$ cat src/rtl/periph_bridge_pkg.sv
// ============================================================================
// periph_bridge_pkg : shared types and constants for the peripheral bridge
// Rev 1.0 : initial release
// ============================================================================
`default_nettype none

package periph_bridge_pkg;

  typedef enum logic [1:0] {
    IDLE   = 2'd0,
    SETUP  = 2'd1,
    ACCESS = 2'd2,
    DONE   = 2'd3
  } state_e;

  localparam logic [31:0] TIMEOUT_DATA = 32'hDEAD_BEEF;
  localparam int          SLOT_FW      = 4;

endpackage

`default_nettype wire

$ cat src/rtl/periph_bridge_if.sv
// ============================================================================
// periph_bridge_if : CPU data port, dmem and peripheral bus bundle
// Rev 1.0 : initial release
// ============================================================================
`default_nettype none

interface periph_bridge_if #(
  parameter int NUM_PERIPH = 4,
  parameter int REG_AW     = 4
);
  logic [31:0]              daddr;
  logic [31:0]              dwdata;
  logic [3:0]               we;
  logic                     re;
  logic [31:0]              drdata;
  logic                     stall;
  logic [3:0]               dmem_we;
  logic [31:0]              dmem_rdata;
  logic [NUM_PERIPH-1:0]    p_sel;
  logic                     p_en;
  logic                     p_we;
  logic [3:0]               p_strb;
  logic [REG_AW-1:0]        p_addr;
  logic [31:0]              p_wdata;
  logic [NUM_PERIPH*32-1:0] p_rdata;
  logic [NUM_PERIPH-1:0]    p_ready;
  logic                     err_flag;
  logic [3:0]               err_slot;
  logic                     err_clr;

  modport slave (
    input  daddr, dwdata, we, re, dmem_rdata, p_rdata, p_ready, err_clr,
    output drdata, stall, dmem_we, p_sel, p_en, p_we, p_strb, p_addr, p_wdata,
           err_flag, err_slot
  );

  modport master (
    output daddr, dwdata, we, re, dmem_rdata, p_rdata, p_ready, err_clr,
    input  drdata, stall, dmem_we, p_sel, p_en, p_we, p_strb, p_addr, p_wdata,
           err_flag, err_slot
  );

endinterface

`default_nettype wire

$ cat src/rtl/periph_addr_dec.sv
// ============================================================================
// periph_addr_dec : splits a CPU data address into window hit, slot, offset
// Rev 1.0 : initial release
// ============================================================================
`default_nettype none

module periph_addr_dec
  import periph_bridge_pkg::*;
#(
  parameter logic [31:0] PERIPH_BASE = 32'h0000_1000,
  parameter int          WIN_SHIFT   = 12,
  parameter int          SLOT_LSB    = 8,
  parameter int          NUM_PERIPH  = 4,
  parameter int          REG_AW      = 4
) (
  input  logic [31:0]        daddr_i,
  output logic               in_window_o,
  output logic [SLOT_FW-1:0] slot_o,
  output logic [REG_AW-1:0]  offset_o,
  output logic               slot_valid_o
);

  // Only the decoded fields matter; the rest of the address is don't-care.
  logic unused_addr;
  assign unused_addr = ^daddr_i;

  assign in_window_o  = (daddr_i[31:WIN_SHIFT] == PERIPH_BASE[31:WIN_SHIFT]);
  assign slot_o       = daddr_i[SLOT_LSB+SLOT_FW-1:SLOT_LSB];
  assign offset_o     = daddr_i[REG_AW+1:2];
  assign slot_valid_o = ({1'b0, slot_o} < 5'(NUM_PERIPH));

endmodule

`default_nettype wire

$ cat src/rtl/periph_bridge.sv
// ============================================================================
// periph_bridge : CPU data bus splitter, dmem pass-through plus N peripheral
//                 slots with SETUP/ACCESS handshake. Optional PERIPH_BRIDGE_TIMEOUT_EN.
// Rev 1.0 : initial release
// ============================================================================
`default_nettype none

module periph_bridge
  import periph_bridge_pkg::*;
#(
  parameter int          NUM_PERIPH  = 4,
  parameter logic [31:0] PERIPH_BASE = 32'h0000_1000,
  parameter int          WIN_SHIFT   = 12,
  parameter int          SLOT_LSB    = 8,
  parameter int          REG_AW      = 4,
  parameter int          TIMEOUT     = 16
) (
  input  logic             clk,
  input  logic             reset_n,
  periph_bridge_if.slave   bus
);

  state_e                state_q, state_d;
  logic [SLOT_FW-1:0]    slot_q, slot_d;
  logic [REG_AW-1:0]     off_q, off_d;
  logic [31:0]           wdata_q, wdata_d;
  logic [3:0]            strb_q, strb_d;
  logic                  wr_q, wr_d;
  logic [31:0]           rdata_q, rdata_d;
  logic                  err_flag_q, err_flag_d;
  logic [SLOT_FW-1:0]    err_slot_q, err_slot_d;
  logic                  err_set;
  logic [SLOT_FW-1:0]    err_set_slot;

  logic                  in_window, dec_valid, req, active;
  logic [SLOT_FW-1:0]    dec_slot;
  logic [REG_AW-1:0]     dec_off;
  logic [31:0]           sel_rdata;
  logic                  sel_ready;

`ifdef PERIPH_BRIDGE_TIMEOUT_EN
  logic [7:0]            cnt_q, cnt_d;
`else
  logic [7:0]            unused_timeout;
  assign unused_timeout = 8'(TIMEOUT);
`endif

  periph_addr_dec #(
    .PERIPH_BASE (PERIPH_BASE),
    .WIN_SHIFT   (WIN_SHIFT),
    .SLOT_LSB    (SLOT_LSB),
    .NUM_PERIPH  (NUM_PERIPH),
    .REG_AW      (REG_AW)
  ) u_dec (
    .daddr_i      (bus.daddr),
    .in_window_o  (in_window),
    .slot_o       (dec_slot),
    .offset_o     (dec_off),
    .slot_valid_o (dec_valid)
  );

  assign req    = in_window & (bus.re | (|bus.we));
  assign active = (state_q == SETUP) || (state_q == ACCESS);

  // Only the latched slot's data and ready are visible to the FSM.
  always_comb begin
    sel_rdata = '0;
    sel_ready = 1'b0;
    for (int k = 0; k < NUM_PERIPH; k++) begin
      if (slot_q == SLOT_FW'(k)) begin
        sel_rdata = bus.p_rdata[k*32 +: 32];
        sel_ready = bus.p_ready[k];
      end
    end
  end

  always_comb begin
    state_d      = state_q;
    slot_d       = slot_q;
    off_d        = off_q;
    wdata_d      = wdata_q;
    strb_d       = strb_q;
    wr_d         = wr_q;
    rdata_d      = rdata_q;
    err_set      = 1'b0;
    err_set_slot = slot_q;
`ifdef PERIPH_BRIDGE_TIMEOUT_EN
    cnt_d        = cnt_q;
`endif
    case (state_q)
      IDLE: begin
        if (req) begin
          slot_d  = dec_slot;
          off_d   = dec_off;
          wdata_d = bus.dwdata;
          strb_d  = bus.we;
          wr_d    = |bus.we;
          if (dec_valid) begin
            state_d = SETUP;
          end else begin
            err_set      = 1'b1;
            err_set_slot = dec_slot;
            rdata_d      = '0;
            state_d      = DONE;
          end
        end
      end
      SETUP: begin
        state_d = ACCESS;
`ifdef PERIPH_BRIDGE_TIMEOUT_EN
        cnt_d   = '0;
`endif
      end
      ACCESS: begin
        if (sel_ready) begin
          rdata_d = wr_q ? '0 : sel_rdata;
          state_d = DONE;
        end
`ifdef PERIPH_BRIDGE_TIMEOUT_EN
        else if (cnt_q == 8'(TIMEOUT - 1)) begin
          err_set = 1'b1;
          rdata_d = TIMEOUT_DATA;
          state_d = DONE;
        end else begin
          cnt_d = cnt_q + 8'd1;
        end
`endif
      end
      DONE:    state_d = IDLE;
      default: state_d = IDLE;
    endcase
  end

  // First error wins; a simultaneous set overrides the clear.
  always_comb begin
    err_flag_d = err_flag_q;
    err_slot_d = err_slot_q;
    if (err_set) begin
      if (!err_flag_q) err_slot_d = err_set_slot;
      err_flag_d = 1'b1;
    end else if (bus.err_clr) begin
      err_flag_d = 1'b0;
      err_slot_d = '0;
    end
  end

  always_ff @(posedge clk or negedge reset_n) begin
    if (!reset_n) begin
      state_q    <= IDLE;
      slot_q     <= '0;
      off_q      <= '0;
      wdata_q    <= '0;
      strb_q     <= '0;
      wr_q       <= 1'b0;
      rdata_q    <= '0;
      err_flag_q <= 1'b0;
      err_slot_q <= '0;
`ifdef PERIPH_BRIDGE_TIMEOUT_EN
      cnt_q      <= '0;
`endif
    end else begin
      state_q    <= state_d;
      slot_q     <= slot_d;
      off_q      <= off_d;
      wdata_q    <= wdata_d;
      strb_q     <= strb_d;
      wr_q       <= wr_d;
      rdata_q    <= rdata_d;
      err_flag_q <= err_flag_d;
      err_slot_q <= err_slot_d;
`ifdef PERIPH_BRIDGE_TIMEOUT_EN
      cnt_q      <= cnt_d;
`endif
    end
  end

  assign bus.stall    = active | ((state_q == IDLE) & req);
  assign bus.dmem_we  = in_window ? 4'h0 : bus.we;
  assign bus.drdata   = (in_window || (state_q != IDLE)) ? rdata_q : bus.dmem_rdata;
  assign bus.p_sel    = active ? (NUM_PERIPH'(1) << slot_q) : '0;
  assign bus.p_en     = (state_q == ACCESS);
  assign bus.p_we     = wr_q;
  assign bus.p_strb   = strb_q;
  assign bus.p_addr   = off_q;
  assign bus.p_wdata  = wdata_q;
  assign bus.err_flag = err_flag_q;
  assign bus.err_slot = err_slot_q;

endmodule

`default_nettype wire

$ cat src/flat_wrapper.sv
// flat-port wrapper written by rule: the top's interface ports become plain ports
module periph_bridge_flat import periph_bridge_pkg::*;
#(
  parameter int          NUM_PERIPH  = 4,
  parameter logic [31:0] PERIPH_BASE = 32'h0000_1000,
  parameter int          WIN_SHIFT   = 12,
  parameter int          SLOT_LSB    = 8,
  parameter int          REG_AW      = 4,
  parameter int          TIMEOUT     = 16
)
  (clk, reset_n, bus_daddr, bus_dwdata, bus_we, bus_re, bus_dmem_rdata, bus_p_rdata, bus_p_ready, bus_err_clr, bus_drdata, bus_stall, bus_dmem_we, bus_p_sel, bus_p_en, bus_p_we, bus_p_strb, bus_p_addr, bus_p_wdata, bus_err_flag, bus_err_slot);
  periph_bridge_if #(.NUM_PERIPH(NUM_PERIPH), .REG_AW(REG_AW)) bus_i ();
  input  logic clk;
  input  logic reset_n;
  input wire logic [$bits(bus_i.daddr)-1:0] bus_daddr;
  input wire logic [$bits(bus_i.dwdata)-1:0] bus_dwdata;
  input wire logic [$bits(bus_i.we)-1:0] bus_we;
  input wire logic [$bits(bus_i.re)-1:0] bus_re;
  input wire logic [$bits(bus_i.dmem_rdata)-1:0] bus_dmem_rdata;
  input wire logic [$bits(bus_i.p_rdata)-1:0] bus_p_rdata;
  input wire logic [$bits(bus_i.p_ready)-1:0] bus_p_ready;
  input wire logic [$bits(bus_i.err_clr)-1:0] bus_err_clr;
  output wire logic [$bits(bus_i.drdata)-1:0] bus_drdata;
  output wire logic [$bits(bus_i.stall)-1:0] bus_stall;
  output wire logic [$bits(bus_i.dmem_we)-1:0] bus_dmem_we;
  output wire logic [$bits(bus_i.p_sel)-1:0] bus_p_sel;
  output wire logic [$bits(bus_i.p_en)-1:0] bus_p_en;
  output wire logic [$bits(bus_i.p_we)-1:0] bus_p_we;
  output wire logic [$bits(bus_i.p_strb)-1:0] bus_p_strb;
  output wire logic [$bits(bus_i.p_addr)-1:0] bus_p_addr;
  output wire logic [$bits(bus_i.p_wdata)-1:0] bus_p_wdata;
  output wire logic [$bits(bus_i.err_flag)-1:0] bus_err_flag;
  output wire logic [$bits(bus_i.err_slot)-1:0] bus_err_slot;
  assign bus_i.daddr = bus_daddr;
  assign bus_i.dwdata = bus_dwdata;
  assign bus_i.we = bus_we;
  assign bus_i.re = bus_re;
  assign bus_i.dmem_rdata = bus_dmem_rdata;
  assign bus_i.p_rdata = bus_p_rdata;
  assign bus_i.p_ready = bus_p_ready;
  assign bus_i.err_clr = bus_err_clr;
  assign bus_drdata = bus_i.drdata;
  assign bus_stall = bus_i.stall;
  assign bus_dmem_we = bus_i.dmem_we;
  assign bus_p_sel = bus_i.p_sel;
  assign bus_p_en = bus_i.p_en;
  assign bus_p_we = bus_i.p_we;
  assign bus_p_strb = bus_i.p_strb;
  assign bus_p_addr = bus_i.p_addr;
  assign bus_p_wdata = bus_i.p_wdata;
  assign bus_err_flag = bus_i.err_flag;
  assign bus_err_slot = bus_i.err_slot;
  periph_bridge #(.NUM_PERIPH(NUM_PERIPH), .PERIPH_BASE(PERIPH_BASE), .WIN_SHIFT(WIN_SHIFT), .SLOT_LSB(SLOT_LSB), .REG_AW(REG_AW), .TIMEOUT(TIMEOUT)) u_core (.clk(clk), .reset_n(reset_n), .bus(bus_i));
endmodule
$ cat config.mk
export PLATFORM = sky130hd
export DESIGN_NAME = periph_bridge_flat
export DESIGN_NICKNAME = d
export VERILOG_FILES = /design/src/rtl/periph_bridge_pkg.sv /design/src/rtl/periph_bridge_if.sv /design/src/rtl/periph_addr_dec.sv /design/src/rtl/periph_bridge.sv /design/src/flat_wrapper.sv
export SDC_FILE = /design/constraint.sdc
export NUM_CORES = 1
export LEC_CHECK = 0
export CAP_MARGIN = 30
export CORE_AREA = 2 2 125 127
export DETAILED_ROUTE_END_ITERATION = 16
export DIE_AREA = 0 0 127 129
export DONT_BUFFER_PORTS = 1
export GPL_ROUTABILITY_DRIVEN = 0
export PLACE_DENSITY = 0.49
export SYNTH_ARGS = -nofsm -noshare
export SYNTH_HDL_FRONTEND = slang
export SYNTH_HIERARCHICAL = 1
export SYNTH_SLANG_ARGS = --single-unit
export TNS_END_PERCENT = 30
$ cat constraint.sdc
create_clock -name clk -period 3.15 [get_ports clk]
set_input_delay 0.945 -clock clk [delete_from_list [all_inputs] [get_ports clk]]
set_output_delay 0.945 -clock clk [all_outputs]
set_load 0.02 [all_outputs]
==> results.sh, run 1 <==
export IMPL_dpl_hpwl_um=10100
export IMPL_critPathTopFamily="simple AND/OR/NAND/NOR gates"
export IMPL_grt_pass1_vias=3387
export IMPL_timing_final_ws_setup_ns=0.0334
export IMPL_worstPathRequired_ns=2.20
export IMPL_min_period_ns=3.12
export IMPL_cts_hold_repair_buffers=0
export IMPL_setup_violations=0
export IMPL_post_drt_wl_per_cell_um=23.4
export IMPL_viasPerCell=5.49
export IMPL_drc=0
export IMPL_reg2regPathDepth=7
export IMPL_max_freq_mhz=321
export IMPL_critPathKind="in -> out"
export IMPL_yosysUniqueCellTypes=35
export IMPL_clock_skew_ns=0.0101
export IMPL_fill_cells=1468
export IMPL_rrSetupSlack_ns=0.92
export IMPL_tightest_slew_ns=0.791
export IMPL_max_stage_delay_ns=0.47
export IMPL_start_kind="input port"
export IMPL_grt_usage=0.161
export IMPL_start_util=0.323
export IMPL_ys_seq_area_frac=0.434
export IMPL_r2r_end="u_core/rdata_q[9]"
export IMPL_port_buffers=0
export IMPL_cp_buffers_inverters=0
export IMPL_layout_drive_gt1_share=0.469
export IMPL_synth_top_area_share=0.434
export IMPL_cts_tree="yes"
export IMPL_cap_violations=0
export IMPL_grt_ovfl_total=0
export IMPL_dpl_instance_area_mm2=0.00499
export IMPL_r2r_start="u_core/slot_q[3]"
export IMPL_drtPass1Iterations=4
export IMPL_crit_arrival_ns=2.17
export IMPL_design_area_mm2=0.00540
export IMPL_crit_fanout=16
export IMPL_mostFrequentLayoutCell="mux2_2"
export IMPL_grt_pass1_wl_um=19800
export IMPL_yosys_warnings=6
export IMPL_cts_root_buf="clkbuf_16"
export IMPL_clock_path_buffers=2
export IMPL_drtIter0Drc=150
export IMPL_cts_buffers=9
export IMPL_hold_path_class="in -> async"
export IMPL_multi_input_area_mm2=0.00258
export IMPL_die_area_mm2=0.0164
export IMPL_slew_viol_final=0
export IMPL_p_leak_nw=2.28
export IMPL_antenna_found_initial=3
export IMPL_clkTransAtPathRegs_ns=0.07
export IMPL_post_place_ws_ns=-0.257
export IMPL_io_pins=324
export IMPL_outcome="finished clean"
export IMPL_die_h_um=129
export IMPL_final_hold_viol_count=0
export IMPL_design_power_total_mw=4.06
export IMPL_finalNetCount=625
export IMPL_fp_dieW_um=127
export IMPL_endpoint_kind="output pin"
export IMPL_period_share=0.989
export IMPL_final_cell_mix="139 x mux2_2, 83 x dfrtp_1, 32 x o2bb2ai_1"
export IMPL_synth_cells=399
export IMPL_synth_top_area_cell="dfrtp_1"
export IMPL_insertion_delay_ns=0.34
export IMPL_powerDensity_mw_per_mm2=752
export IMPL_max_slew_margin_rel=0.473
export IMPL_grt_max_degree=85
export IMPL_synth_area_per_cell_um2=12.1
export IMPL_area_growth_pct=11.4
export IMPL_wirelength_um=13700
export IMPL_synth_fp_nets=637
export IMPL_ys_ff_latch=84
export IMPL_cts_max_level=3
export IMPL_fp_coreArea_mm2=0.0150
export IMPL_crit_slowest_cell="mux2_2"
export IMPL_ff_latch_area_mm2=0.00210
export IMPL_ir_drop_mv=0.218
export IMPL_crit_chain="nor4b_2, nand2_1, nor2_4, nor2b_4, mux2_2"
export IMPL_syn_area_mm2=0.00484
export IMPL_routed_via_count=3202
export IMPL_cts_sinks=84
export IMPL_grt_setup_unrepaired="yes"
export IMPL_core_rowCount=45
export IMPL_synth_top_cells_by_area="dfrtp_1 43%, mux2_2 32%, o2bb2ai_1 5.8%, o22ai_1 4.0%, buf_2 1.5%"
export IMPL_ant_nets=0
[report_power, final]
part	internal (mW)	switching [mW]	leakage [nW]
Combinational	0.628	0.941	0.990
Sequential	1.24	0.0911	1.14
Clock	0.702	0.452	0.154
Total	2.58	1.48	2.28
[through the flow]
stage,util,hold WS (ns),setup TNS [ns],instances
floorplan,-,0.452,-0.496,399
global placement,0.333,0.474,-6.94,562
detailed placement,0.333,0.476,-7.50,562
CTS,0.357,0.276,0,580
global route,0.360,0.269,-0.801,580
finish,0.360,0.292,0,583
[Yosys cell counts, drive strengths merged]
cell type and n:
nor2b 8, nor3 2, inv 4, dfrtp 84, o2bb2ai 32, nor4 4
nor4b 2, ha 2, nor2 9, mux2 140, a211oi 1, mux2i 5
o221ai 1, o211ai 2, nand2b 3, buf 29, o22ai 31, o21ai 8
clkbuf 11, nor3b 1, nand3 2, or2 1, nand2 8, o311ai 1
or4 1, a21oi 2, nand3b 5
[how the worst max path moves through the flow]
stage | to | from | cells past startpoint
floorplan | bus_drdata[10] | bus_daddr[13] | 7
CTS | bus_drdata[1] | bus_daddr[13] | 6
detailed placement | bus_drdata[1] | bus_daddr[12] | 5
finish | bus_drdata[26] | bus_daddr[12] | 5
global route | bus_drdata[1] | bus_daddr[29] | 6
global placement | bus_drdata[1] | bus_daddr[12] | 5
[what timing repair did]
action                     in CTS  in global routing
pin swaps                       0                  4
buffers inserted                1                  1
resized for setup               1                  7
setup endpoints to repair      32                 33
gates cloned                    1                  0
[layout make-up]
class	count	share of cell area
Clock inverter	6	0.0174
Antenna cell	3	0.00139
Clock buffer	10	0.0424
Timing Repair Buffer	16	0.0246
Tap cell	188	0.0436
Inverter	4	0.00278
Sequential cell	84	0.390
Multi-Input combinational cell	272	0.478
[cell families after synthesis]
kind of cell / synth area share
fa+ha+maj: 0.00516
mux: 0.336
compound gates: 0.118
flops: 0.434
simple gates: 0.0571
buf+inv: 0.0506
[worst register-to-register path, cell delays in order (launching register included)]
cell       delay [ns]
dfrtp_1          0.39
nor2_1           0.20
nand2_1          0.08
buf_4            0.25
o221ai_1         0.39
nand2_1          0.33
buf_4            0.31
o2bb2ai_1        0.15
[layer usage]
layer  track usage  routed length [um]  up-vias
li1              -                   -     1473
met1         0.177                5020     1530
met2         0.275                6930      185
met3        0.0732                1530       12
met4        0.0575                 162        2
met5             0                  11        -
[sequential cells by signal, indices dropped and copies added (netlist names)]
register and cells:
u_core/state_q 2, u_core/bus.err_flag 1, u_core/rdata_q 32, u_core/slot_q 4
u_core/bus.p_we 1, u_core/bus.p_strb 4, u_core/bus.p_addr 4, u_core/bus.err_slot 4
u_core/bus.p_wdata 32
Note: power is estimated with default switching activity, not from simulation.
==> inputs of run 2 (changes only) <==
--- a/config.mk
+++ b/config.mk
@@ -6,14 +6,13 @@
 export NUM_CORES = 1
 export LEC_CHECK = 0
 export CAP_MARGIN = 30
-export CORE_AREA = 2 2 125 127
+export CORE_AREA = 2 2 124 126
 export DETAILED_ROUTE_END_ITERATION = 16
-export DIE_AREA = 0 0 127 129
+export DIE_AREA = 0 0 126 128
 export DONT_BUFFER_PORTS = 1
 export GPL_ROUTABILITY_DRIVEN = 0
 export PLACE_DENSITY = 0.49
 export SYNTH_ARGS = -nofsm -noshare
 export SYNTH_HDL_FRONTEND = slang
-export SYNTH_HIERARCHICAL = 1
 export SYNTH_SLANG_ARGS = --single-unit
 export TNS_END_PERCENT = 30
==> results.sh, run 2 <==
export IMPL_period_share=0.972
export IMPL_synth_flop_cell="dfrtp_1"
export IMPL_core_rowCount=45
export IMPL_ir_drop_mv=0.274
export IMPL_grt_ovfl_total=0
export IMPL_pwr_share_comb=0.318
export IMPL_dpl_hpwl_um=11900
export IMPL_setup_violations=0
export IMPL_ys_ff_latch=84
export IMPL_yosys_warnings=0
export IMPL_insertion_delay_ns=0.34
export IMPL_synth_top_area_cell="dfrtp_1"
export IMPL_cap_violations=0
export IMPL_synth_compound_area_frac=0.218
export IMPL_grt_pass1_wl_um=24200
export IMPL_min_period_ns=3.06
export IMPL_synth_area_per_cell_um2=8.49
export IMPL_start_util=0.323
export IMPL_die_h_um=128
export IMPL_fp_coreArea_mm2=0.0149
export IMPL_timing_final_ws_setup_ns=0.0886
export IMPL_ant_nets=0
export IMPL_diodes=0
export IMPL_crit_path_start="bus_daddr[30]"
export IMPL_endpoint_kind="output pin"
export IMPL_async_flop_share=1.00
export IMPL_final_cell_mix="139 x nand2_1, 83 x dfrtp_1, 64 x o21ai_0"
export IMPL_cts_buffers=9
export IMPL_p_clk_frac=0.325
export IMPL_grt_pass1_vias=4319
export IMPL_clock_path_buffers=2
export IMPL_port_buffers=0
export IMPL_routed_via_count=4182
export IMPL_antenna_found_initial=1
export IMPL_viasPerCell=5.61
export IMPL_final_util=0.361
export IMPL_die_area_mm2=0.0161
export IMPL_swShare=0.360
export IMPL_tightest_slew_ns=0.551
export IMPL_synthSimpleGateAreaFrac=0.168
export IMPL_design_area_mm2=0.00536
export IMPL_crit_fanout=33
export IMPL_p_switching_mw=1.11
export IMPL_post_drt_wl_per_cell_um=21.6
export IMPL_yosysUniqueCellTypes=39
export IMPL_yosysMostFrequentCell="nand2_1"
export IMPL_worstPathRequired_ns=2.20
export IMPL_max_freq_mhz=327
export IMPL_drtPass1Iterations=4
export IMPL_critPathKind="in -> out"
export IMPL_io_pins=324
export IMPL_p_int_mw=1.97
export IMPL_final_hold_viol_count=0
export IMPL_post_cts_buffers=0
export IMPL_synth_top_cells_by_area="dfrtp_1 44%, nand2_1 11%, mux2_2 9.1%, o21ai_0 6.7%, o2111ai_1 5.8%"
export IMPL_r2r_start="u_core.state_q[0]"
export IMPL_synthXorXnorAreaFrac=0
export IMPL_drc=0
export IMPL_p_leak_nw=2.44
export IMPL_grt_usage=0.194
export IMPL_grt_setup_unrepaired="no"
export IMPL_powerDensity_mw_per_mm2=574
export IMPL_synth_fp_nets=805
export IMPL_synth_fa_ha_area_frac=0.00781
export IMPL_grt_max_degree=85
export IMPL_max_slew_margin_rel=0.631
export IMPL_syn_area_mm2=0.00481
export IMPL_clock_skew_ns=0.00819
export IMPL_hold_path_class="in -> async"
export IMPL_synth_edf_count=0
export IMPL_cts_tree="yes"
export IMPL_p_seq_frac=0.358
export IMPL_mostFrequentLayoutCell="nand2_1"
export IMPL_cts_sinks=84
export IMPL_outcome="finished clean"
export IMPL_clkTransAtPathRegs_ns=0.06
export IMPL_cts_max_level=3
export IMPL_crit_arrival_ns=2.12
export IMPL_cts_root_buf="clkbuf_16"
export IMPL_synth_area_mux_share=0.104
export IMPL_drtIter0Drc=158
export IMPL_slew_viol_final=0
export IMPL_dpl_instance_area_mm2=0.00506
export IMPL_synth_top_family_by_area="compound AO/OA/AOI/OAI gates"
export IMPL_synthTopCellsByCount="139 x nand2_1, 84 x dfrtp_1, 64 x o21ai_0, 39 x mux2_2, 38 x inv_1"
export IMPL_ys_seq_area_frac=0.437
export IMPL_finalNetCount=792
export IMPL_wirelength_um=16100
export IMPL_cts_hold_repair_buffers=0
export IMPL_synth_top_area_share=0.437
export IMPL_start_kind="input port"
export IMPL_layout_drive_gt1_share=0.152
export IMPL_synth_cells=566
export IMPL_fp_dieW_um=126
export IMPL_area_growth_pct=11.6
export IMPL_reg2regPathDepth=8
export IMPL_post_place_ws_ns=-0.0381
## run 2: final timing paths
kind,to,slack (ns)
setup reg to reg,u_core.rdata_q[19],0.95
min in group clk,u_core.rdata_q[4],0.53
hold reg to reg,u_core.rdata_q[4],0.53
setup / recovery,bus_drdata[19],0.09
max in group asynchronous,u_core.rdata_q[16],2.72
hold / removal,u_core.bus.p_wdata[30],0.29
## run 2: power groups by stage
stage          Sequential [mW]  Clock (mW)  Combinational (mW)
6_report                  1.10        1.00               0.978
5_1_grt                   1.10        1.09                1.05
4_1_cts                   1.10        1.04               0.992
3_5_place_dp              1.12           0               0.988
3_3_place_gp              1.12           0               0.974
2_1_floorplan             1.12           0               0.817
## run 2: area by class of cell
| type | instances | area [um^2] |
|---|---|---|
| fillers | 1540 | 9500 |
| multi-input cells | 403 | 2440 |
| flip-flops and latches | 84 | 2100 |
| well taps | 188 | 235 |
| clock buffers | 11 | 233 |
| repair buffers | 17 | 165 |
| inverters | 38 | 143 |
| clock inverters | 5 | 45.0 |
## run 2: critical path, cell delays in order
cell     delay, ns
nor4b_2       0.32
and2_4        0.22
a21oi_4       0.06
buf_12        0.17
mux2_2        0.36
## run 2: cells by family (layout without fill, tap and decap cells)
family / Yosys count / in the layout
muxes: 45 / 45
adders and majority gates: 3 / 3
DFF: 84 / 84
and+or+nand+nor: 182 / 182
AOI/OAI and AO/OA: 173 / 173
buffers and inverters: 79 / 71
## run 2: timing repair
item / CTS / global route
resized for setup: 1 / 4
pin swaps: 0 / 1
endpoints found under the setup margin: 32 / 32
## run 2: per-stage QoR
step / total power [mW] / hold slack, ns / TNS, ns / cells
3_3_place_gp: 2.09 / 0.513 / 0 / 730
3_5_place_dp: 2.11 / 0.518 / -0.921 / 730
4_1_cts: 3.14 / 0.271 / 0 / 746
2_1_floorplan: 1.94 / 0.495 / -0.286 / 566
6_report: 3.08 / 0.291 / 0 / 746
5_1_grt: 3.23 / 0.263 / 0 / 746
## run 2: layer usage
layer | vias up | part of all wire | global-route usage
met5 | - | 0.00081 | 0
met4 | 2 | 0.013 | 0.0549
met3 | 18 | 0.10 | 0.0785
met2 | 218 | 0.49 | 0.329
met1 | 1993 | 0.39 | 0.228
li1 | 1951 | - | -
==> inputs of run 3 (changes only) <==
--- a/config.mk
+++ b/config.mk
@@ -5,7 +5,7 @@
 export SDC_FILE = /design/constraint.sdc
 export NUM_CORES = 1
 export LEC_CHECK = 0
-export CAP_MARGIN = 30
+export CAP_MARGIN = 20
 export CORE_AREA = 2 2 124 126
 export DETAILED_ROUTE_END_ITERATION = 16
 export DIE_AREA = 0 0 126 128
==> constraint.sdc (replaced) <==
create_clock -name clk -period 3.15 [get_ports clk]
set_input_delay 0.63 -clock clk [delete_from_list [all_inputs] [get_ports clk]]
set_output_delay 0.63 -clock clk [all_outputs]
set_load 0.02 [all_outputs]
==> results.sh, run 3 (same netlist as run 2, synthesis figures left out) <==
export IMPL_outcome="finished clean"
export IMPL_final_hold_viol_count=0
export IMPL_drtPass1Iterations=5
export IMPL_cts_tree="yes"
export IMPL_critPathKind="reg -> out"
export IMPL_drtIter0Drc=146
export IMPL_r2r_start="u_core.state_q[0]"
export IMPL_clock_path_buffers=2
export IMPL_clkTransAtPathRegs_ns=0.07
export IMPL_grt_setup_unrepaired="no"
export IMPL_max_freq_mhz=376
export IMPL_die_h_um=128
export IMPL_worstPathRequired_ns=2.52
export IMPL_cap_violations=0
export IMPL_max_stage_delay_ns=0.44
export IMPL_antenna_found_initial=0
export IMPL_cpMostUsedCell="inv_1"
export IMPL_finalNetCount=790
export IMPL_cp_buffers_inverters=3
export IMPL_drc=0
export IMPL_critPathTopFamily="buffers and inverters"
export IMPL_rrSetupSlack_ns=0.91
export IMPL_io_pins=324
export IMPL_post_drt_wl_per_cell_um=21.5
export IMPL_insertion_delay_ns=0.35
export IMPL_dp_cells=727
export IMPL_crit_fanout=33
export IMPL_period_share=0.844
export IMPL_layout_drive_gt1_share=0.146
export IMPL_max_slew_margin_rel=0.622
export IMPL_dpl_instance_area_mm2=0.00502
export IMPL_area_growth_pct=11.7
export IMPL_min_period_ns=2.66
export IMPL_dpl_hpwl_um=11500
export IMPL_crit_chain="inv_1, ha_1, inv_1, a21oi_4, buf_12, mux2_2"
export IMPL_cts_sinks=84
export IMPL_cts_resized_gates=0
export IMPL_start_kind="flop"
export IMPL_final_cell_mix="139 x nand2_1, 83 x dfrtp_1, 64 x o21ai_0"
export IMPL_reg2regPathDepth=8
export IMPL_design_area_mm2=0.00537
export IMPL_grt_pass1_vias=4400
export IMPL_setup_violations=0
export IMPL_slew_viol_final=0
export IMPL_fill_cells=1556
export IMPL_core_rowCount=45
export IMPL_port_buffers=0
export IMPL_diodes=0
export IMPL_cts_max_level=3
export IMPL_crit_arrival_ns=2.03
export IMPL_grt_ovfl_total=0
export IMPL_cts_buffers=9
export IMPL_wirelength_um=16000
export IMPL_r2r_end="u_core.rdata_q[30]"
export IMPL_endpoint_kind="output pin"
export IMPL_ir_drop_mv=0.337
export IMPL_grt_pass1_wl_um=24400
export IMPL_stdcell_count=744
export IMPL_fin_setup_tns_ns=0
export IMPL_fp_coreArea_mm2=0.0149
export IMPL_ant_nets=0
export IMPL_grt_max_degree=85
export IMPL_hold_path_class="in -> async"
export IMPL_viasPerCell=5.63
export IMPL_p_leak_nw=2.44
export IMPL_clock_skew_ns=0.00964
export IMPL_routed_via_count=4192
export IMPL_crit_slowest_cell="mux2_2"
export IMPL_post_cts_buffers=0
export IMPL_die_area_mm2=0.0161
export IMPL_tightest_slew_ns=0.567
export IMPL_powerDensity_mw_per_mm2=606
export IMPL_start_util=0.323
export IMPL_fp_dieW_um=126
export IMPL_cts_root_buf="clkbuf_16"
export IMPL_mostFrequentLayoutCell="nand2_1"
export IMPL_grt_usage=0.195
## run 3: changes by cell type in the layout (fill, tap and decap cells not counted), sizes merged
cell / before / now
buf: 17 / 15
bufinv: 0 / 1
clkbuf: 11 / 9
clkinv: 1 / 2
## run 3: metrics by stage
step           worst slack [ns]  power [mW]   util  hold slack (ns)
2_1_floorplan             0.499        1.93      -            0.334
3_3_place_gp              0.610        2.10  0.338            0.337
3_5_place_dp              0.568        2.12  0.338            0.336
4_1_cts                   0.478        3.30  0.361            0.200
5_1_grt                   0.405        3.41  0.361            0.208
6_report                  0.491        3.26  0.361            0.191
## run 3: worst register-to-register path, stage by stage, from the launching register on
cell       delay [ns]
dfrtp_1          0.39
inv_1            0.10
ha_1             0.43
nor2b_1          0.20
a31oi_1          0.08
a311oi_4         0.32
buf_12           0.31
o2111ai_1        0.20
o21ai_1          0.13
## run 3: layout make-up
cell class | instances | area, um^2 | share of cell area
Multi-Input combinational cell | 403 | 2410 | 0.449
Sequential cell | 84 | 2100 | 0.392
Tap cell | 188 | 235 | 0.0438
Inverter | 38 | 143 | 0.0266
Clock inverter | 7 | 93.8 | 0.0175
Clock buffer | 9 | 225 | 0.0419
Timing Repair Buffer | 15 | 158 | 0.0294
## run 3: layer usage
metal | vias to the layer above | GRT usage | part of all wire
met5 | - | 0 | 0
met4 | 0 | 0.0640 | 0.0099
met2 | 232 | 0.336 | 0.50
li1 | 1945 | - | -
met3 | 9 | 0.0601 | 0.096
met1 | 2006 | 0.232 | 0.39
## run 3: repair_timing
item,CTS,global route
setup endpoints to repair,0,0
endpoints found under the hold margin,84,0
hold buffers,1,0
## run 3: worst max-delay path by stage
stage / depth (start not counted) / end / startpoint
finish: 6 / bus_drdata[11] / u_core.state_q[0]
global route: 6 / bus_drdata[11] / u_core.state_q[1]
CTS: 6 / bus_drdata[9] / u_core.state_q[1]
detailed placement: 5 / bus_drdata[9] / bus_daddr[30]
global placement: 5 / bus_drdata[9] / bus_daddr[30]
floorplan: 5 / bus_drdata[10] / bus_daddr[12]
## run 3: where the power goes
part | switching, mW | internal (mW) | leakage (nW) | total (mW)
Clock | 0.506 | 0.637 | 0.153 | 1.14
Sequential | 0.00752 | 1.09 | 1.16 | 1.10
Combinational | 0.680 | 0.334 | 1.12 | 1.01
Total | 1.19 | 2.06 | 2.44 | 3.26
